**config.mk**
```make
export PLATFORM = sky130hd
export DESIGN_NAME = memory_arbiter
export DESIGN_NICKNAME = d
export VERILOG_FILES = /design/src/rtl/memory_arbiter.sv
export SDC_FILE = /design/constraint.sdc
export NUM_CORES = 1
export LEC_CHECK = 0
export CAP_MARGIN = 15
export CORE_AREA = 2 2 116 118
export CTS_BUF_LIST = sky130_fd_sc_hd__clkbuf_16
export DETAILED_ROUTE_END_ITERATION = 16
export DIE_AREA = 0 0 118 120
export PLACE_DENSITY = 0.76
export SLEW_MARGIN = 20
export SYNTH_ARGS = -nofsm -noshare
export SYNTH_HDL_FRONTEND = slang
export SYNTH_SLANG_ARGS = --single-unit
export TNS_END_PERCENT = 100
```
**constraint.sdc**
```tcl
create_clock -name clock -period 1.79 [get_ports clock]
set_input_delay 0.2685 -clock clock [delete_from_list [all_inputs] [get_ports clock]]
set_output_delay 0.2685 -clock clock [all_outputs]
set_load 0.005 [all_outputs]
```
**src/rtl/memory_arbiter.sv**
```systemverilog
// Single-port memory arbiter for fetch, load and store requesters.
// Optional bus timeout enabled by defining MEM_ARB_TIMEOUT_EN.
module memory_arbiter #(
    parameter int unsigned TIMEOUT_CYCLES = 255
) (
    input  logic        clock,
    input  logic        reset_n,
    input  logic        fetch_req,
    input  logic [31:0] fetch_address,
    output logic        fetch_valid,
    output logic [31:0] fetch_data,
    input  logic        flush,
    input  logic        load_req,
    input  logic [31:0] load_address,
    output logic        load_valid,
    output logic [31:0] load_data,
    input  logic        store_req,
    input  logic [31:0] store_address,
    input  logic [31:0] store_data,
    output logic        store_valid,
    output logic [31:0] mem_address,
    output logic [31:0] mem_write_data,
    output logic        mem_read_enable,
    output logic        mem_write_enable,
    input  logic [31:0] mem_read_data,
    input  logic        mem_ready,
    output logic        bus_error
);

    typedef enum logic [1:0] {
        IDLE,
        FETCH,
        LOAD,
        STORE
    } state_t;

    state_t state;
    logic   discard;
    logic   busy;
    logic   timed_out;
    logic   done;

    assign busy = (state != IDLE);

`ifdef MEM_ARB_TIMEOUT_EN
    localparam logic [7:0] TIMEOUT_LIMIT = 8'(TIMEOUT_CYCLES);

    logic [7:0] wait_count;
    logic       bus_error_q;

    assign timed_out = busy && !mem_ready && (wait_count == TIMEOUT_LIMIT);
    assign bus_error = bus_error_q;

    // Count stalled busy cycles; a timeout latches the sticky error
    always_ff @(posedge clock or negedge reset_n) begin
        if (!reset_n) begin
            wait_count  <= '0;
            bus_error_q <= 1'b0;
        end else begin
            if (!busy) begin
                wait_count <= '0;
            end else if (!mem_ready && !timed_out) begin
                wait_count <= wait_count + 8'd1;
            end
            if (timed_out) begin
                bus_error_q <= 1'b1;
            end
        end
    end
`else
    localparam int unsigned unused_timeout = TIMEOUT_CYCLES;

    assign timed_out = 1'b0;
    assign bus_error = 1'b0;
`endif

    assign done = busy && (mem_ready || timed_out);

    assign mem_read_enable  = (state == FETCH) || (state == LOAD);
    assign mem_write_enable = (state == STORE);

    assign fetch_valid = (state == FETCH) && done && !discard && !flush;
    assign load_valid  = (state == LOAD) && done;
    assign store_valid = (state == STORE) && done;

    // A timed-out read returns zero rather than whatever the bus shows
    assign fetch_data = (fetch_valid && !timed_out) ? mem_read_data : '0;
    assign load_data  = (load_valid && !timed_out) ? mem_read_data : '0;

    // Grant in IDLE by fixed priority, hold the owner until completion
    always_ff @(posedge clock or negedge reset_n) begin
        if (!reset_n) begin
            state          <= IDLE;
            discard        <= 1'b0;
            mem_address    <= '0;
            mem_write_data <= '0;
        end else begin
            unique case (state)
                IDLE: begin
                    discard <= 1'b0;
                    if (store_req) begin
                        state          <= STORE;
                        mem_address    <= store_address;
                        mem_write_data <= store_data;
                    end else if (load_req) begin
                        state       <= LOAD;
                        mem_address <= load_address;
                    end else if (fetch_req && !flush) begin
                        state       <= FETCH;
                        mem_address <= fetch_address;
                    end
                end
                default: begin
                    if ((state == FETCH) && flush) begin
                        discard <= 1'b1;
                    end
                    if (done) begin
                        state   <= IDLE;
                        discard <= 1'b0;
                    end
                end
            endcase
        end
    end

endmodule

```
Yosys cells after proc, flatten, opt, wreduce, memory -nomap -nowiden
Cells that the tools add are included.

Memory bits (writable): 0. Output and inout port bits: 134. Logic and storage cells: 40. Memories: 0. Flip-flop bits (word level): 67. Bits in latches: 0. Input bits: 167. Bits in read-only memories: 0.

$mul: 0. Divide/modulo/power cells: 0. Add/sub/neg operators: 0. $lt $le $gt $ge: 0. Mux-type cells: 13. Shifts and indexed selects: 0. Equal/unequal tests: 4. Reductions and logical operators: 19. Bitwise logic cells: 0.

Operators by type and width (number): 32-bit 2-to-1 mux (5); 2-bit 2-to-1 mux (5); 1-bit logical AND (8); 2-bit AND reduction (3); 3-bit nonzero test (2); 2-bit equality test, second input constant (2); 4-bit inequality test, second input constant (1); 2-bit nonzero test (2); 1-bit 2-to-1 mux (3); 2-bit by 1-bit equality test with 1-bit output, second input constant (1); 1-bit zero test (2); 2-bit zero test (1); 1-bit logical OR (1).

Depth between registers and ports, before layout
Word-level depth: 6. Gate-level depth with buffers: 7. Mapped depth without buffers: 5.

Least setup slack after synthesis
Ideal clock, no wire load.

Path kind: register to output. From: reg state[0]. To: out fetch_data[22]. Slack: 0.049 ns. Path buffers: 2. Arrival time: 1.473 ns. Stages on the path, launching flop included: 7. Data required time: 1.521 ns. Cell sequence: dfrtp_1 > inv_1 > ha_1 > buf_4 > nor4_4 > buf_2 > and2_1.

Longest elaborated chain between the ends: 6. Elaborated cells on any way between the ends: 7. Those cells by class: eq/ne: 1; mux: 1; reduce/logical: 5.

Ends and longest elaborated chain: start, declared (RTL line 37) `state_t state;`; start signal, assigned (RTL line 93) `state <= IDLE;`; start signal, assigned (RTL line 102) `state <= STORE;`; start signal, assigned (RTL line 106) `state <= LOAD;`; 2-bit nonzero test (RTL line 43) `assign busy = (state != IDLE);`; 1-bit logical AND (RTL line 77) `assign done = busy && (mem_ready || timed_out);`; 1-bit logical AND * (3 in series) (RTL line 82) `assign fetch_valid = (state == FETCH) && done && !discard && !flush;`; net fetch_valid (RTL line 10) `output logic fetch_valid,`; 32-bit 2-to-1 mux * (RTL line 87) `assign fetch_data = (fetch_valid && !timed_out) ? mem_read_data : '0;`; end, declared (RTL line 11) `output logic [31:0] fetch_data,`.

The timed path passes the listed nets; every way through them passes the cells marked *.

Worst setup path after layout
From: reg state[0]. To: out fetch_data[10].

Longest elaborated chain between the ends: 6. Elaborated cells on any way between the ends: 7. Those cells by class: eq/ne: 1; mux: 1; reduce/logical: 5.

Ends and longest elaborated chain (RTL line): 2-bit nonzero test (43); 1-bit logical AND (77); 1-bit logical AND * (3 in series) (82); 32-bit 2-to-1 mux * (87).

Every way passes the cells marked *; elsewhere a longest branch is shown, timed or not.

==> results_dict.tcl <==
set metrics [dict create \
    cts-buffers-inserted 9 \
    worst_flop_to_flop_path_startpoint "state[0]$_DFFE_PN0P_" \
    portBuffers 299 \
    worst-path-buf-inv 6 \
    hold_viol 0 \
    half_perimeter_wire_length_after_placement_mm 11.3 \
    finalNetCount 835 \
    numClockSinks 67 \
    tritoncts "built" \
    timing.rr.end "mem_write_data[29]$_DFFE_PN0P_" \
    worstSkewPairLatency_ps 320 \
    worst_path_cell_chain "inv_2 > buf_6 > ha_4 > nor4_4 > buf_6 > buf_12 > buf_8 > and2_4 > buf_6" \
    yosysSeqAreaShare_pct 42.9 \
    worst_path_dominant_cell_family "buffers and inverters" \
    critPathCapture "fetch_data[10]" \
    holdCritPathClass "primary input to asynchronous set/reset pin" \
    drt-pass1-iter-count 4 \
    globalRouteOverflowTotal 0 \
    reg2reg_depth 7 \
    period_needed_ps 2200 \
    antenna_left 0 \
    worst-slew-pin-transition_ps 562 \
    setup_viol 67 \
    detailedPlace.worstSlack_ps -480 \
    design_area_mm2 0.00792 \
    first_global_vias 4177 \
    design.portCount 301 \
    violations "negative setup slack" \
    cell_area_after_placement_mm2 0.00717 \
    total_power_mw 9.42 \
    critical_path.slowest_cell "dfrtp_1" \
    drt_first_iter_violations 86 \
    drcViolationCount 0 \
    start_util_pct 30.1 \
    synth.avg_cell_area_um2 11.5 \
    synth_cell_types 26 \
    avgRoutedWirePerCell_um 18.5 \
    synthesized_area_fraction_occupied_by_ao_oa_aoi_and_oai_cells_pct 1.09 \
    grt_antenna_before_repair 7 \
    design.core.area_mm2 0.0130 \
    ir_drop_uv 856 \
    power_leakage_nw 3.57 \
    yosys_warn_count 0 \
    cts.path.max_buffers 2 \
    row_count 42 \
    yosys_most_used_dff "dfrtp_1" \
    muxShareOfSynthArea_pct 34.8 \
    final.period_utilization_pct 123 \
    cap_viol_max_count 0 \
    synth_area_mm2 0.00391 \
    end_kind "primary output" \
    post-route-worst-setup-slack_ps -408 \
    synth_edf_count 0 \
    post_drt_via_cell_ratio 4.50 \
    critical_path_required_ps 1520 \
    wl_mm 15.7 \
    detailroute.via_count 3834 \
    synthXorXnorAreaFrac_pct 0 \
    run_status "finished with violations" \
    worst-setup-path-type "register to primary output" \
    worstSetupStartpoint "state[0]$_DFFE_PN0P_" \
    final.setup_skew_ps 6.52 \
    ys_seq_elements 67 \
    clock_tree.htree_level_count 3 \
    pin_count_of_the_biggest_net_entering_global_routing 42 \
    multiInputGateArea_mm2 0.00210 \
    final_layout_size_suffix_gt1_share_pct 36.2 \
    dominant_combinational_cell_family_by_area_after_synthesis "multiplexers" \
    syn_inst 339 \
    grt_usage_pct 21.4 \
    synth_nets 510 \
    final-seq-area_mm2 0.00168 \
    first_pass_grt_wire_length_mm 23.0 \
    die_w_um 118 \
    synthesized_area_fraction_occupied_by_adder_cells_pct 1.28 \
    fmax_mhz 455 \
    reg2reg_setup_slack_ps 80 \
    cpPeakStageDelay_ps 360 \
    slew_violations 0 \
    fillers 1077 \
    growth_of_design_area_from_synthesis_to_finish_pct 102 \
    cp.arrival_ps 1930 \
    crit_path_frequent_cell "buf_6" \
    power.density_cell_area_mw_per_mm2 1190 \
    cts.reportedPaths.clkPinSlew_ps 60 \
    async_reset_ff_share_pct 100 \
    timing.critical_path.from_type "register" \
    globalplace.congestion 0.914 \
    worst-path-stages 9 \
    rsz_0062_raised_after_global_routing "yes" \
    path_max_fanout 8 \
    die-area_mm2 0.0142 \
    die_h_um 120 \
    maxSlewHeadroom_pct 62.5 \
    cts.root.buffer_cell "clkbuf_16" \
    synthSimpleGateAreaFrac_pct 12.2 \
]
-- cell type report --
cell class	count	area share (%)
diodes	7	0.221
well taps	176	2.78
repair buffers	336	43.9
clock inverters	7	0.869
multi-input cells	214	26.5
clock buffers	9	2.84
flip-flops and latches	67	21.2
inverters	36	1.71
-- stage by stage --
| step | utilization [%] | instances | setup TNS (ps) | hold slack, ps |
|---|---|---|---|---|
| 2_1_floorplan | - | 339 | 0 | -27.1 |
| 3_5_place_dp | 55.3 | 810 | -28660 | 282 |
| 3_3_place_gp | 55.3 | 810 | -27130 | 270 |
| 5_1_grt | 61.0 | 852 | -26860 | 513 |
| 4_1_cts | 59.6 | 845 | -23720 | 472 |
| 6_report | 61.0 | 852 | -22320 | 471 |
-- worst register-to-register path, stage by stage, from the launching register on --
cell	delay (ps)
dfrtp_1	360
inv_2	60
buf_6	120
ha_4	170
buf_4	170
nand2_2	160
clkbuf_16	220
mux2_2	350
-- cells in the mapped netlist (2+ instances only) --
cell	n	share of area [%]
mux2i_1	64	16
buf_2	11	1.4
and2_1	64	10
o21ai_0	2	0.26
clkbuf_1	2	0.19
buf_12	3	1.5
nor2_1	2	0.19
inv_1	35	3.4
nand2_1	2	0.19
a21oi_1	3	0.38
buf_4	3	0.58
mux2_2	64	18
clkbuf_2	2	0.26
ha_1	4	1.3
dfrtp_1	67	43
-- power breakdown --
group	total (mW)	internal (mW)	leakage (nW)	switching, mW
Sequential	2.71	2.30	0.787	0.408
Combinational	4.98	3.23	2.64	1.75
Clock	1.73	1.07	0.137	0.656
Total	9.42	6.60	3.57	2.82
-- worst min-delay path by stage --
stage                                endpoint  cells after the start  slack [ps]    start
6_report        mem_write_data[5]$_DFFE_PN0P_                      2         470  reset_n
3_3_place_gp   mem_write_data[12]$_DFFE_PN0P_                      1         270  reset_n
2_1_floorplan             discard$_DFFE_PN0P_                      0         -30  reset_n
5_1_grt         mem_write_data[5]$_DFFE_PN0P_                      2         510  reset_n
3_5_place_dp    mem_write_data[8]$_DFFE_PN0P_                      1         280  reset_n
4_1_cts         mem_write_data[5]$_DFFE_PN0P_                      2         470  reset_n
-- flip-flops by register name, summed over array words and instances (netlist names) --
register        count
discard             1
mem_address        32
state               2
mem_write_data     32
-- cell usage in the layout, fill, tap and decap left out, types with 3 or more instances in the layout --
master / count
diode_2: 7
and2_1: 19
clkbuf_16: 11
and2_4: 45
buf_6: 51
inv_2: 3
inv_1: 34
clkdlybuf4s50_1: 228
clkinvlp_4: 3
mux2_2: 64
clkdlybuf4s15_2: 10
a21oi_1: 3
mux2i_1: 64
buf_12: 8
buf_4: 14
dfrtp_1: 67
buf_2: 16
-- routing by layer --
layer,vias up,GRT usage [%],wire length [µm]
met5,-,0,0
met4,0,13.0,864
met3,37,5.99,1180
met2,203,40.8,8570
met1,1810,20.2,5100
li1,1784,-,-
-- cell families (layout without fill, tap and decap cells) --
| family | count (synthesis) | after routing |
|---|---|---|
| simple gates | 74 | 74 |
| other cells | 1 | 8 |
| mux | 128 | 128 |
| fa+ha+maj | 4 | 4 |
| buf+inv | 58 | 388 |
| flops | 67 | 67 |
| compound gates | 7 | 7 |
-- what timing repair did --
action,4_1_cts,5_1_grt
hold buffers,1,0
cloned,6,2
endpoints found under the setup margin,69,99
hold endpoints to repair,21,0
setup buffers,12,4
resized for setup,316,59
pin swaps,28,5
Note: power is estimated with default switching activity, not from simulation.
